==> src/rtl/flex_countdown_pkg.sv <==
// Shared types and constants for the loadable down-counter / timer.
// Imported by flex_countdown and by anything that decodes its state.
package flex_countdown_pkg;

  typedef enum logic {
    IDLE = 1'b0,
    RUN  = 1'b1
  } state_t;

  // The count value that triggers the terminal decrement and the expired pulse.
  localparam int unsigned TERMINAL_VALUE = 1;

endpackage : flex_countdown_pkg

==> src/rtl/flex_countdown.sv <==
// Loadable down-counter with one-cycle expired pulse and optional auto-reload.
// Counterpart to the up-counting flex counter; used for bit-period and timeout timing.
module flex_countdown
  import flex_countdown_pkg::*;
#(
  parameter int unsigned NUM_CNT_BITS = 4
) (
  input  logic                    clk,
  input  logic                    rst,
  input  logic                    clear,
  input  logic                    load,
  input  logic [NUM_CNT_BITS-1:0] load_val,
  input  logic                    count_enable,
  input  logic                    auto_reload,
  output logic [NUM_CNT_BITS-1:0] count_out,
  output logic                    expired,
  output logic                    busy
);

  localparam logic [NUM_CNT_BITS-1:0] TERM = NUM_CNT_BITS'(TERMINAL_VALUE);
  localparam logic [NUM_CNT_BITS-1:0] ZERO = '0;

  state_t                  state_q, state_d;
  logic [NUM_CNT_BITS-1:0] count_q, count_d;
  logic [NUM_CNT_BITS-1:0] reload_q, reload_d;
  logic                    expired_q, expired_d;

  always_comb begin
    state_d   = state_q;
    count_d   = count_q;
    reload_d  = reload_q;
    expired_d = 1'b0;

    if (clear) begin
      state_d = IDLE;
      count_d = ZERO;
    end else if (load) begin
      reload_d = load_val;
      if (load_val != ZERO) begin
        count_d = load_val;
        state_d = RUN;
      end else begin
        // Zero-length timer: expire immediately without entering RUN.
        count_d   = ZERO;
        state_d   = IDLE;
        expired_d = 1'b1;
      end
    end else if ((state_q == RUN) && count_enable) begin
      if (count_q == TERM) begin
        expired_d = 1'b1;
        if (auto_reload) begin
          count_d = reload_q;
        end else begin
          count_d = ZERO;
          state_d = IDLE;
        end
      end else begin
        count_d = count_q - TERM;
      end
    end
  end

  always_ff @(posedge clk) begin
    if (rst) begin
      state_q   <= IDLE;
      count_q   <= ZERO;
      reload_q  <= ZERO;
      expired_q <= 1'b0;
    end else begin
      state_q   <= state_d;
      count_q   <= count_d;
      reload_q  <= reload_d;
      expired_q <= expired_d;
    end
  end

  assign count_out = count_q;
  assign expired   = expired_q;
  assign busy      = (state_q == RUN);

endmodule : flex_countdown

==> config.mk <==
export PLATFORM = sky130hd
export DESIGN_NAME = flex_countdown
export DESIGN_NICKNAME = d
export VERILOG_FILES = /design/src/rtl/flex_countdown_pkg.sv /design/src/rtl/flex_countdown.sv
export SDC_FILE = /design/constraint.sdc
export NUM_CORES = 1
export LEC_CHECK = 0
export BUFFER_PORTS_ARGS = -buffer_cell sky130_fd_sc_hd__buf_4
export CAP_MARGIN = 25
export CORE_AREA = 3 3 40 42
export CTS_CLUSTER_DIAMETER = 200
export CTS_CLUSTER_SIZE = 25
export DETAILED_ROUTE_END_ITERATION = 10
export DIE_AREA = 0 0 43 45
export GPL_TIMING_DRIVEN = 0
export PLACE_DENSITY = 0.75
export SLEW_MARGIN = 10
export SYNTH_ARGS = -nofsm -noshare
export SYNTH_HDL_FRONTEND = slang
export SYNTH_SLANG_ARGS = --single-unit
export TNS_END_PERCENT = 50
==> constraint.sdc <==
create_clock -name clk -period 1.33 [get_ports clk]
set_input_delay 0.0665 -clock clk [delete_from_list [all_inputs] [get_ports clk]]
set_output_delay 0.0665 -clock clk [all_outputs]
set_load 0.005 [all_outputs]
# Word-level counts from Yosys, hierarchy flattened
# Cells that the tools add are included.
# Widths: inputs -> output; s select.
dict set report word_totals {
  regBits 10
  inputBits 10
  out_inout_bits 6
  word_cells 29
}
dict set report classes {
  add_sub_neg 1
  eq_ne 2
  n_mux 14
  n_bitwise 1
  reduce_logical 7
}
# operator n
set ops {}
lappend ops {{$mux 4} 5}
lappend ops {{$mux 1} 9}
lappend ops {{$eq 4x1->1 const B} 1}
lappend ops {{$reduce_bool 2->1} 2}
lappend ops {{$reduce_bool 4->1} 1}
lappend ops {{$sub 4x1->4 const B} 1}
lappend ops {{$reduce_and 3->1} 1}
lappend ops {{$ne 2x2->1 const B} 1}
lappend ops {{$reduce_and 2->1} 1}
lappend ops {{$reduce_or 2->1} 1}
lappend ops {{$logic_and 1x1->1} 1}
lappend ops {{$not 1->1} 1}

# Longest topological paths before layout
# Gate-level depths: netlist of the first run.
dict set report depth {
  ltp_word 4
  depth_mapped 6
  ltp_nobuf 6
}

# Worst setup path after synthesis of the first run
# Ideal clock, no wire load.
dict set report synth_path {
  kind {register to register}
  startpoint {register count_q[0] (netlist: count_out[0])}
  endpoint {register count_q[1] (netlist: count_out[1])}
  setup_ns 0.123
  arrival_time_ns 1.282
  required_time_ns 1.207
  slack_ns -0.075
  stages_incl_launch_ff 6
  path_buffers 0
  synth_period_minus_slack_ns 1.405
  cell_sequence {dfxtp_1 > ha_1 > nor3b_4 > nor2_1 > a311oi_1 > o41ai_2}
}
dict set report synth_via {
  elab_chain_len 4
  word_cells_on_any_way 5
  cone_classes {add/sub (1); eq/ne (1); mux (3)}
}
# element line
set synth_lines {}
lappend synth_lines {{from (decl)} flex_countdown.sv:24} ;# logic [NUM_CNT_BITS-1:0] count_q, count_d;
lappend synth_lines {{from (signal assigned)} flex_countdown.sv:71} ;# count_q <= count_d;
lappend synth_lines {{$sub 4x1->4 / $eq 4x1->1 (equally long branches)} {flex_countdown.sv:58, flex_countdown.sv:49}}
lappend synth_lines {{$mux 4 (*)} flex_countdown.sv:49} ;# if (count_q == TERM) begin
lappend synth_lines {{$mux 4 (*)} flex_countdown.sv:48} ;# end else if ((state_q == RUN) && count_enable) begin
lappend synth_lines {{$mux 4 (*)} flex_countdown.sv:37} ;# end else if (load) begin
# Every way passes the cells marked *; elsewhere a longest branch is shown, timed or not. The select of a mux whose other input is x is not followed.
# A chain may end at the register's enable or synchronous reset.

# Final worst setup path of the first run
dict set report layout_path {
  startpoint {register count_q[1] (netlist: count_out[1])}
  endpoint {register count_q[0] (netlist: count_out[0])}
}
dict set report layout_via {
  elab_chain_len 4
}
# element line
set layout_lines {}
lappend layout_lines {{$eq 4x1->1} flex_countdown.sv:49}
lappend layout_lines {{$mux 4} flex_countdown.sv:49}
lappend layout_lines {{$mux 4} flex_countdown.sv:48}
lappend layout_lines {{$mux 4} flex_countdown.sv:37}
# Every way passes these cells. The select of a mux whose other input is x is not followed.

==> results.sh, run 1 <==
export IMPL_antenna_found_initial=0
export IMPL_drc_errors=0
export IMPL_syn_nets=74
export IMPL_cp_required_ns=1.54
export IMPL_ioPinCount=16
export IMPL_overflow=0
export IMPL_synth_top_cell_by_area="dfxtp_1"
export IMPL_clock_latency_ns=0.28
export IMPL_regArea_um2=205
export IMPL_vias=555
export IMPL_cp_max_fo=4
export IMPL_cp_slowest_cell="dfxtp_2"
export IMPL_clock_path_buffers=2
export IMPL_cp_depth=7
export IMPL_fmax_mhz=736
export IMPL_layout_commonest_cell="buf_4"
export IMPL_fin_nets=102
export IMPL_reg2reg_depth=7
export IMPL_cts_root_buffer_cell="clkbuf_4"
export IMPL_ys_seq_area_share_pct=36.8
export IMPL_violations="setup timing"
export IMPL_slew_headroom_pct=70.3
export IMPL_dieArea_um2=1940
export IMPL_finalHoldViolCount=0
export IMPL_gp_congestion=0.784
export IMPL_arrival_ns=1.57
export IMPL_synth_seq_cells=10
export IMPL_leakage_nw=0.335
export IMPL_status="finished with violations"
export IMPL_multi_input_area_um2=343
export IMPL_numPortBuffers=15
export IMPL_fp_dieH_um=45
export IMPL_p_per_area_nw_per_um2=853
export IMPL_worstSetupPathType="reg2reg"
export IMPL_core_um2=1280
export IMPL_fin_cells=103
export IMPL_synth_avg_cell_area_um2=8.78
export IMPL_max_cap_violations=0
export IMPL_tightest_slew_ns=0.441
export IMPL_grt_first_pass_wirelength_um=2340
export IMPL_htreeDepth=1
export IMPL_r2r_end="count_out[0]"
export IMPL_timing_final_crit_share_pct=102
export IMPL_synth_area_top_cells="dfxtp_1 (37%), mux2i_1 (7.4%), nor2_1 (6.9%)"
export IMPL_endpoint="count_out[0]"
export IMPL_rrSetupSlack_ns=-0.03
export IMPL_synthCells=62
export IMPL_initialDrtViolationCount=8
export IMPL_grt_total_usage_pct=16.5
export IMPL_grt_max_degree=11
export IMPL_numCtsBuffers=3
export IMPL_clkSinkCount=10
export IMPL_slew_viol_final=0
export IMPL_crit_buf_inv=2
export IMPL_start_util_pct=42.4
export IMPL_wl_per_cell_um=13.4
export IMPL_drt_first_pass_iters=4
export IMPL_place_hpwl_um=937
export IMPL_fp_dieW_um=43
export IMPL_synth_area_um2=544
export IMPL_crit_path_start_kind="flop"
export IMPL_grt_pass1_vias=530
export IMPL_hold_class="in2reg"
export IMPL_yosysWarnings=0
export IMPL_setup_viol=3
export IMPL_areaGrowthSynthToFinish_pct=44.1
export IMPL_rows=13
export IMPL_dp_cells=92
export IMPL_rsz0062_at_grt="true"
export IMPL_critPathTopFamily="simple AND/OR/NAND/NOR gates"
export IMPL_vdd_drop_max_mv=0.428
export IMPL_drive_gt1_share_pct=37.5
export IMPL_place_ws_ns=-0.0950
export IMPL_avgViaCountPerCell=5.39
export IMPL_crit_path_end_kind="flop"
export IMPL_crit_path_max_incr_delay_ns=0.32
export IMPL_n_antenna_cell=0
export IMPL_skew_ns=0.00640
export IMPL_crit_start="count_out[1]"
export IMPL_reg2reg_from="count_out[1]"
export IMPL_synth_top_area_share_pct=36.8
export IMPL_path_clk_slew_ns=0.07
export IMPL_drt_wl_total_um=1390
export IMPL_cts_tree="done"
export IMPL_layout_common_cells="buf_4 (22), nor2_1 (10), dfxtp_1 (8), mux2i_1 (4)"
export IMPL_fin_ws_ns=-0.0281
export IMPL_min_period_ns=1.36
export IMPL_yosys_cell_types_count=27
export IMPL_ant_nets=0
export IMPL_path_cells="inv_2 -> ha_4 -> nor3b_4 -> buf_4 -> nand4_1 -> o311ai_1 -> o211a_1"
export IMPL_filler_cell_count=118
through the flow:
step	TNS, ns	utilization [%]	area, um2	hold slack (ns)	power (mW)
finish	-0.0789	61.1	785	0.0263	0.669
global route	-0.433	61.1	785	0.0408	0.705
CTS	-0.0516	60.0	771	0.0312	0.665
detailed placement	-0.153	52.9	679	0.280	0.440
global placement	-0.126	52.9	679	0.277	0.437
floorplan	0	-	548	0.139	0.389
kinds of logic after synthesis:
| kind of cell | Yosys count | share of synthesized area [%] |
|---|---|---|
| compound gates | 12 | 17.7 |
| fa+ha+maj | 2 | 4.60 |
| buf+inv | 5 | 3.68 |
| flops | 10 | 36.8 |
| mux | 5 | 9.43 |
| simple gates | 28 | 27.8 |
per-layer routing:
layer	global-route usage, %	wire, um	vias up
met3	6.37	102	4
met2	27.5	653	17
li1	-	-	283
met5	0	0	-
met1	18.9	594	251
met4	7.23	35	0
power breakdown:
part / leakage, nW / switching (mW) / internal, mW
Clock: 0.0138 / 0.111 / 0.105
Combinational: 0.238 / 0.0596 / 0.0711
Sequential: 0.0828 / 0.0118 / 0.311
Total: 0.335 / 0.182 / 0.487
repair_timing:
| action | 4_1_cts | 5_1_grt |
|---|---|---|
| endpoints found under the setup margin | 3 | 4 |
| hold endpoints to repair | 4 | 0 |
| pin swaps | 3 | 3 |
| hold buffers | 1 | 0 |
| gates resized for setup | 4 | 2 |
| buffers inserted | 6 | 1 |
flip-flops by register name, indices dropped and copies added (netlist names):
name       flops
count_out      4
expired        1
reload_q       4
busy           1
how the worst min path moves through the flow:
stage                start           end  slack [ns]  cells after the start
4_1_cts        load_val[2]  count_out[2]        0.03                      3
5_1_grt        load_val[1]  count_out[1]        0.04                      3
2_1_floorplan          rst   reload_q[0]        0.14                      1
3_5_place_dp           rst   reload_q[0]        0.28                      2
6_report       load_val[2]  count_out[2]        0.03                      3
3_3_place_gp           rst   reload_q[2]        0.28                      2
worst register-to-register path, cell delays in order, from the launching register on:
cell      delay, ns
dfxtp_2        0.32
inv_2          0.06
ha_4           0.12
nor3b_4        0.25
buf_4          0.16
nand4_1        0.10
o311ai_1       0.09
o211a_1        0.18
area by class of cell:
type | count | area share, %
multi-input combinational | 47 | 43.7
sequential | 10 | 26.2
timing repair buffer | 23 | 22.3
clock buffer | 3 | 2.87
tap | 15 | 2.39
inverter | 3 | 1.44
buffer | 2 | 1.12
cell usage after synthesis:
cell and count:
o211a_1 1, or2_1 1, nor3b_4 1, a21oi_1 2, a31oi_1 1, nor3b_1 1
nand2_1 3, nor3_1 1, a311oi_1 3, nand4_1 2, nor4_1 1, mux2_1 1
o21ai_0 2, o41ai_1 1, and2_1 1, nor2b_1 3, o311ai_0 1, nor2_1 10
inv_1 3, clkbuf_1 1, o41ai_2 1, nand2b_1 1, ha_1 2, buf_2 1
dfxtp_1 10, nand3_1 3, mux2i_1 4
Power figures use the tool's default switching activity.
==> inputs of run 2 (changes only) <==
--- a/config.mk
+++ b/config.mk
@@ -13,7 +13,7 @@
 export DETAILED_ROUTE_END_ITERATION = 10
 export DIE_AREA = 0 0 43 45
 export GPL_TIMING_DRIVEN = 0
-export PLACE_DENSITY = 0.75
+export PLACE_DENSITY = 0.76
 export SLEW_MARGIN = 10
 export SYNTH_ARGS = -nofsm -noshare
 export SYNTH_HDL_FRONTEND = slang
==> run 2 against run 1 <==
The flow still finishes with violations (setup timing). Sequential power is essentially flat. Power rose by 8.0%. Fmax fell by 0.27%. Routed wire length down 0.43%. Hold slack better by 0.016 ns. Worst setup slack got worse by 0.0037 ns. Clock power grew 29%. Critical path depth decreased by 1. Cell count shrank 2.9%. Highest routed layer unchanged. Non-clock buffer count decreased by 4. Largest cell class unchanged.
==> results.sh, run 2 (synthesis gave the netlist of run 1 again) <==
export IMPL_status="finished with violations"
export IMPL_violations="setup timing"
export IMPL_power_share_sequential_pct=44.8
export IMPL_wl_per_cell_um=13.8
export IMPL_gp_congestion=0.860
export IMPL_cp_max_fo=5
export IMPL_leakage_nw=0.318
export IMPL_dieArea_um2=1940
export IMPL_placed_area_um2=679
export IMPL_fp_dieH_um=45
export IMPL_crit_path_start_kind="flop"
export IMPL_rsz0062_at_grt="true"
export IMPL_cts_root_buffer_cell="clkbuf_4"
export IMPL_max_cap_violations=0
export IMPL_grt_max_degree=11
export IMPL_fp_dieW_um=43
export IMPL_dp_cells=92
export IMPL_drt_wl_total_um=1380
export IMPL_grt_first_pass_wirelength_um=2130
export IMPL_p_per_area_nw_per_um2=949
export IMPL_clkSinkCount=10
export IMPL_grt_total_usage_pct=15.6
export IMPL_n_antenna_cell=0
export IMPL_filler_cell_count=126
export IMPL_crit_path_end_kind="flop"
export IMPL_path_cells="inv_2 -> ha_4 -> nor3b_4 -> nor2_1 -> a311oi_1 -> o41ai_2"
export IMPL_p_comb_share_pct=16.8
export IMPL_layout_common_cells="buf_4 (18), nor2_1 (10), dfxtp_1 (8), mux2i_1 (4)"
export IMPL_tns_ns=-0.0396
export IMPL_cp_required_ns=1.49
export IMPL_hold_class="in2reg"
export IMPL_ioPinCount=16
export IMPL_clock_path_buffers=2
export IMPL_crit_path_max_incr_delay_ns=0.33
export IMPL_numPortBuffers=15
export IMPL_areaGrowthSynthToFinish_pct=40.0
export IMPL_rows=13
export IMPL_core_um2=1280
export IMPL_antenna_found_initial=0
export IMPL_cp_slowest_cell="dfxtp_2"
export IMPL_setup_viol=2
export IMPL_p_sw_share_pct=24.9
export IMPL_finalHoldViolCount=0
export IMPL_initialDrtViolationCount=24
export IMPL_fin_nets=98
export IMPL_multi_input_area_um2=337
export IMPL_start_util_pct=42.4
export IMPL_critPathTopFamily="simple AND/OR/NAND/NOR gates"
export IMPL_cts_tree="done"
export IMPL_fin_cells=100
export IMPL_switchingPower_mw=0.180
export IMPL_skew_ns=0.00217
export IMPL_post_route_util_pct=59.3
export IMPL_grt_pass1_vias=475
export IMPL_final_area_um2=762
export IMPL_vdd_drop_max_mv=0.610
export IMPL_htreeDepth=1
export IMPL_layout_commonest_cell="buf_4"
export IMPL_ant_nets=0
export IMPL_place_hpwl_um=990
export IMPL_p_int_mw=0.543
export IMPL_slew_viol_final=0
export IMPL_fmax_mhz=734
export IMPL_timing_final_crit_share_pct=102
export IMPL_path_clk_slew_ns=0.07
export IMPL_overflow=0
export IMPL_numCtsBuffers=3
export IMPL_slew_headroom_pct=74.4
export IMPL_clockPowerShare_pct=38.4
export IMPL_finalPower_mw=0.723
export IMPL_drt_first_pass_iters=5
export IMPL_vias=577
export IMPL_worstSetupPathType="reg2reg"
export IMPL_drc_errors=0
export IMPL_crit_buf_inv=1
export IMPL_clock_latency_ns=0.27
export IMPL_drive_gt1_share_pct=34.1
export IMPL_arrival_ns=1.52
export IMPL_regArea_um2=205
export IMPL_min_period_ns=1.36
export IMPL_tightest_slew_ns=0.381
export IMPL_fin_ws_ns=-0.0318
export IMPL_avgViaCountPerCell=5.77
## run 2: worst paths after layout
path	start	endpoint	slack [ns]	cells past startpoint
max	count_out[1]	count_out[1]	-0.03	6
max reg2reg	count_out[1]	count_out[1]	-0.03	6
min reg2reg	reload_q[1]	reload_q[1]	0.52	2
min	load_val[0]	reload_q[0]	0.04	3
## run 2: through the flow
| stage | hold WS, ns | worst slack (ns) |
|---|---|---|
| 2_1_floorplan | 0.139 | 0.0107 |
| 5_1_grt | 0.0596 | -0.0686 |
| 3_3_place_gp | 0.277 | -0.0788 |
| 6_report | 0.0423 | -0.0318 |
| 3_5_place_dp | 0.278 | -0.129 |
| 4_1_cts | 0.0362 | -0.0319 |
## run 2: what timing repair did
action	in CTS	in global routing
hold buffers	1	0
pin swaps	1	3
resized for setup	4	0
hold endpoints to repair	4	0
buffers inserted	3	0
setup endpoints to repair	3	4
## run 2: tightest hold or removal path, cell delays in order
cell     delay (ns)
buf_4          0.08
mux2i_1        0.05
nor2_1         0.08
## run 2: per-layer routing
layer	global-route usage, %	vias to the layer above	routed length, um
met1	19.0	261	539
met3	3.98	10	153
met5	0	-	0
li1	-	275	-
met4	10.8	0	48
met2	24.3	31	637
## run 2: final cells by class
type,instances,share of cell area (%)
timing repair buffer,19,19.0
buffer,2,1.15
sequential,10,26.9
clock buffer,4,4.76
tap,15,2.46
inverter,3,1.48
multi-input combinational,47,44.2
## run 2: power by group through the flow
stage	clock network, mW	registers, mW	logic [mW]
3_5_place_dp	0	0.332	0.109
2_1_floorplan	0	0.329	0.0600
6_report	0.278	0.324	0.122
4_1_cts	0.285	0.323	0.120
3_3_place_gp	0	0.331	0.106
5_1_grt	0.311	0.325	0.134
==> inputs of run 3 (changes only) <==
==> constraint.sdc (replaced) <==
create_clock -name clk -period 1.33 [get_ports clk]
set_input_delay 0.1995 -clock clk [delete_from_list [all_inputs] [get_ports clk]]
set_output_delay 0.1995 -clock clk [all_outputs]
set_load 0.005 [all_outputs]
==> run 3 against run 2 <==
Sequential power is essentially flat. Largest power group unchanged. Clock power hardly changed. Register-to-register slack about the same. Sequential share of layout area rose by 0.36 points. Highest routed layer unchanged. Fmax about the same. Cell count down 1.0%. The run still ends with setup timing left. Routed wire length is 2.1% lower. Cell area down 1.3%. Combinational power about the same. Critical path type unchanged. Critical path depth unchanged. Worst setup slack about the same.
==> results.sh, run 3 (synthesis gave the netlist of run 1 again) <==
export IMPL_holdPathStages=2
export IMPL_placed_area_um2=679
export IMPL_slew_viol_final=0
export IMPL_gp_congestion=0.860
export IMPL_drc_errors=0
export IMPL_cp_required_ns=1.49
export IMPL_avgViaCountPerCell=5.75
export IMPL_antenna_found_initial=0
export IMPL_violations="setup timing"
export IMPL_areaGrowthSynthToFinish_pct=38.2
export IMPL_place_ws_ns=-0.129
export IMPL_dieArea_um2=1940
export IMPL_wl_per_cell_um=13.6
export IMPL_overflow=0
export IMPL_crit_path_start_kind="flop"
export IMPL_fp_dieH_um=45
export IMPL_min_delay_start="rst"
export IMPL_cts_root_buffer_cell="clkbuf_4"
export IMPL_numPortBuffers=15
export IMPL_rrSetupSlack_ns=-0.03
export IMPL_grt_total_usage_pct=15.5
export IMPL_power_share_sequential_pct=45.0
export IMPL_clkSinkCount=10
export IMPL_place_hpwl_um=990
export IMPL_p_per_area_nw_per_um2=957
export IMPL_timing_final_crit_share_pct=102
export IMPL_tns_ns=-0.0353
export IMPL_setup_viol=2
export IMPL_worstSetupPathType="reg2reg"
export IMPL_ioPinCount=16
export IMPL_crit_path_end_kind="flop"
export IMPL_finalHoldViolCount=0
export IMPL_htreeDepth=1
export IMPL_drt_first_pass_iters=4
export IMPL_dp_cells=92
export IMPL_max_cap_violations=0
export IMPL_use_met3_pct=3.98
export IMPL_n_antenna_cell=0
export IMPL_layout_commonest_cell="buf_4"
export IMPL_grt_first_pass_wirelength_um=2100
export IMPL_core_um2=1280
export IMPL_switchingPower_mw=0.179
export IMPL_fmax_mhz=734
export IMPL_grt_max_degree=11
export IMPL_fin_nets=97
export IMPL_fp_dieW_um=43
export IMPL_layout_common_cells="buf_4 (18), nor2_1 (10), dfxtp_1 (8), mux2i_1 (4)"
export IMPL_vias=569
export IMPL_fin_cells=99
export IMPL_numCtsBuffers=3
export IMPL_ant_nets=0
export IMPL_fin_ws_ns=-0.0322
export IMPL_rsz0062_at_grt="true"
export IMPL_reg2reg_depth=6
export IMPL_holdPathEnd="reload_q[1]"
export IMPL_slew_headroom_pct=73.8
export IMPL_skew_ns=0.00158
export IMPL_arrival_ns=1.52
export IMPL_filler_cell_count=127
export IMPL_hold_class="in2reg"
export IMPL_p_sw_share_pct=24.9
export IMPL_min_period_ns=1.36
export IMPL_met2_usage_pct=23.7
export IMPL_vdd_drop_max_mv=0.610
export IMPL_r2r_end="count_out[1]"
export IMPL_initialDrtViolationCount=24
export IMPL_start_util_pct=42.4
export IMPL_clock_path_buffers=2
export IMPL_grt_pass1_vias=469
export IMPL_cts_tree="done"
export IMPL_grt_busiest_layer="met2"
export IMPL_clock_latency_ns=0.27
export IMPL_met1_usage_pct=19.0
export IMPL_leakage_nw=0.314
export IMPL_drive_gt1_share_pct=34.5
export IMPL_rows=13
export IMPL_cp_max_fo=5
export IMPL_drt_wl_total_um=1350
export IMPL_tightest_slew_ns=0.389
export IMPL_ctsHoldBuffers=0
export IMPL_status="finished with violations"
export IMPL_reg2reg_from="count_out[1]"
export IMPL_final_area_um2=752
export IMPL_path_clk_slew_ns=0.07
export IMPL_p_comb_share_pct=16.5
export IMPL_p_int_mw=0.541
export IMPL_clockPowerShare_pct=38.6
==> run 3: cell count changes in the layout (fill, tap and decap cells not counted) <==
cell and delta:
dlygate4sd3_1 -1
==> run 3: per-layer routing <==
metal / part of all wire (%) / vias up
met4: 3.6 / 0
met2: 47 / 30
met1: 40 / 256
met5: 0 / -
li1: - / 273
met3: 9.3 / 10
==> run 3: repair_timing <==
action                     in CTS  in global routing
setup buffers                   3                  0
pin swaps                       1                  3
gates cloned                    0                  0
resized for setup               4                  0
setup endpoints to repair       3                  4
==> run 3: final cells by class <==
| type | instances | area [um2] | area share [%] |
|---|---|---|---|
| well taps | 15 | 18.8 | 2.50 |
| multi-input cells | 47 | 337 | 44.8 |
| flip-flops and latches | 10 | 205 | 27.3 |
| plain buffers | 2 | 8.76 | 1.16 |
| repair buffers | 18 | 135 | 18.0 |
| clock buffers | 4 | 36.3 | 4.83 |
| inverters | 3 | 11.3 | 1.50 |
==> run 3: worst max-delay path by stage <==
| stage | endpoint | cells past startpoint | start |
|---|---|---|---|
| floorplan | count_out[1] | 6 | count_out[1] |
| global placement | count_out[1] | 6 | count_out[1] |
| detailed placement | count_out[1] | 6 | count_out[1] |
| CTS | count_out[1] | 6 | count_out[1] |
| global route | count_out[1] | 6 | count_out[1] |
| finish | count_out[1] | 6 | count_out[1] |
==> run 3: worst max-delay path: stages, from the launching register on <==
cell	delay, ns
dfxtp_2	0.33
inv_2	0.07
ha_4	0.13
nor3b_4	0.30
nor2_1	0.07
a311oi_1	0.25
o41ai_2	0.09
==> run 3: per-stage QoR <==
step,util (%),power [mW],hold slack [ns]
after detailed placement,52.9,0.441,0.411
after floorplan,-,0.389,0.272
after global routing,58.5,0.768,0.119
after global placement,52.9,0.437,0.410
final,58.5,0.720,0.127
after CTS,58.5,0.726,0.120
==> run 3: power by group through the flow <==
stage / logic (mW) / registers (mW) / clock network (mW)
6_report: 0.119 / 0.324 / 0.278
5_1_grt: 0.131 / 0.325 / 0.311
4_1_cts: 0.118 / 0.323 / 0.285
3_5_place_dp: 0.109 / 0.332 / 0
3_3_place_gp: 0.106 / 0.331 / 0
2_1_floorplan: 0.0600 / 0.329 / 0
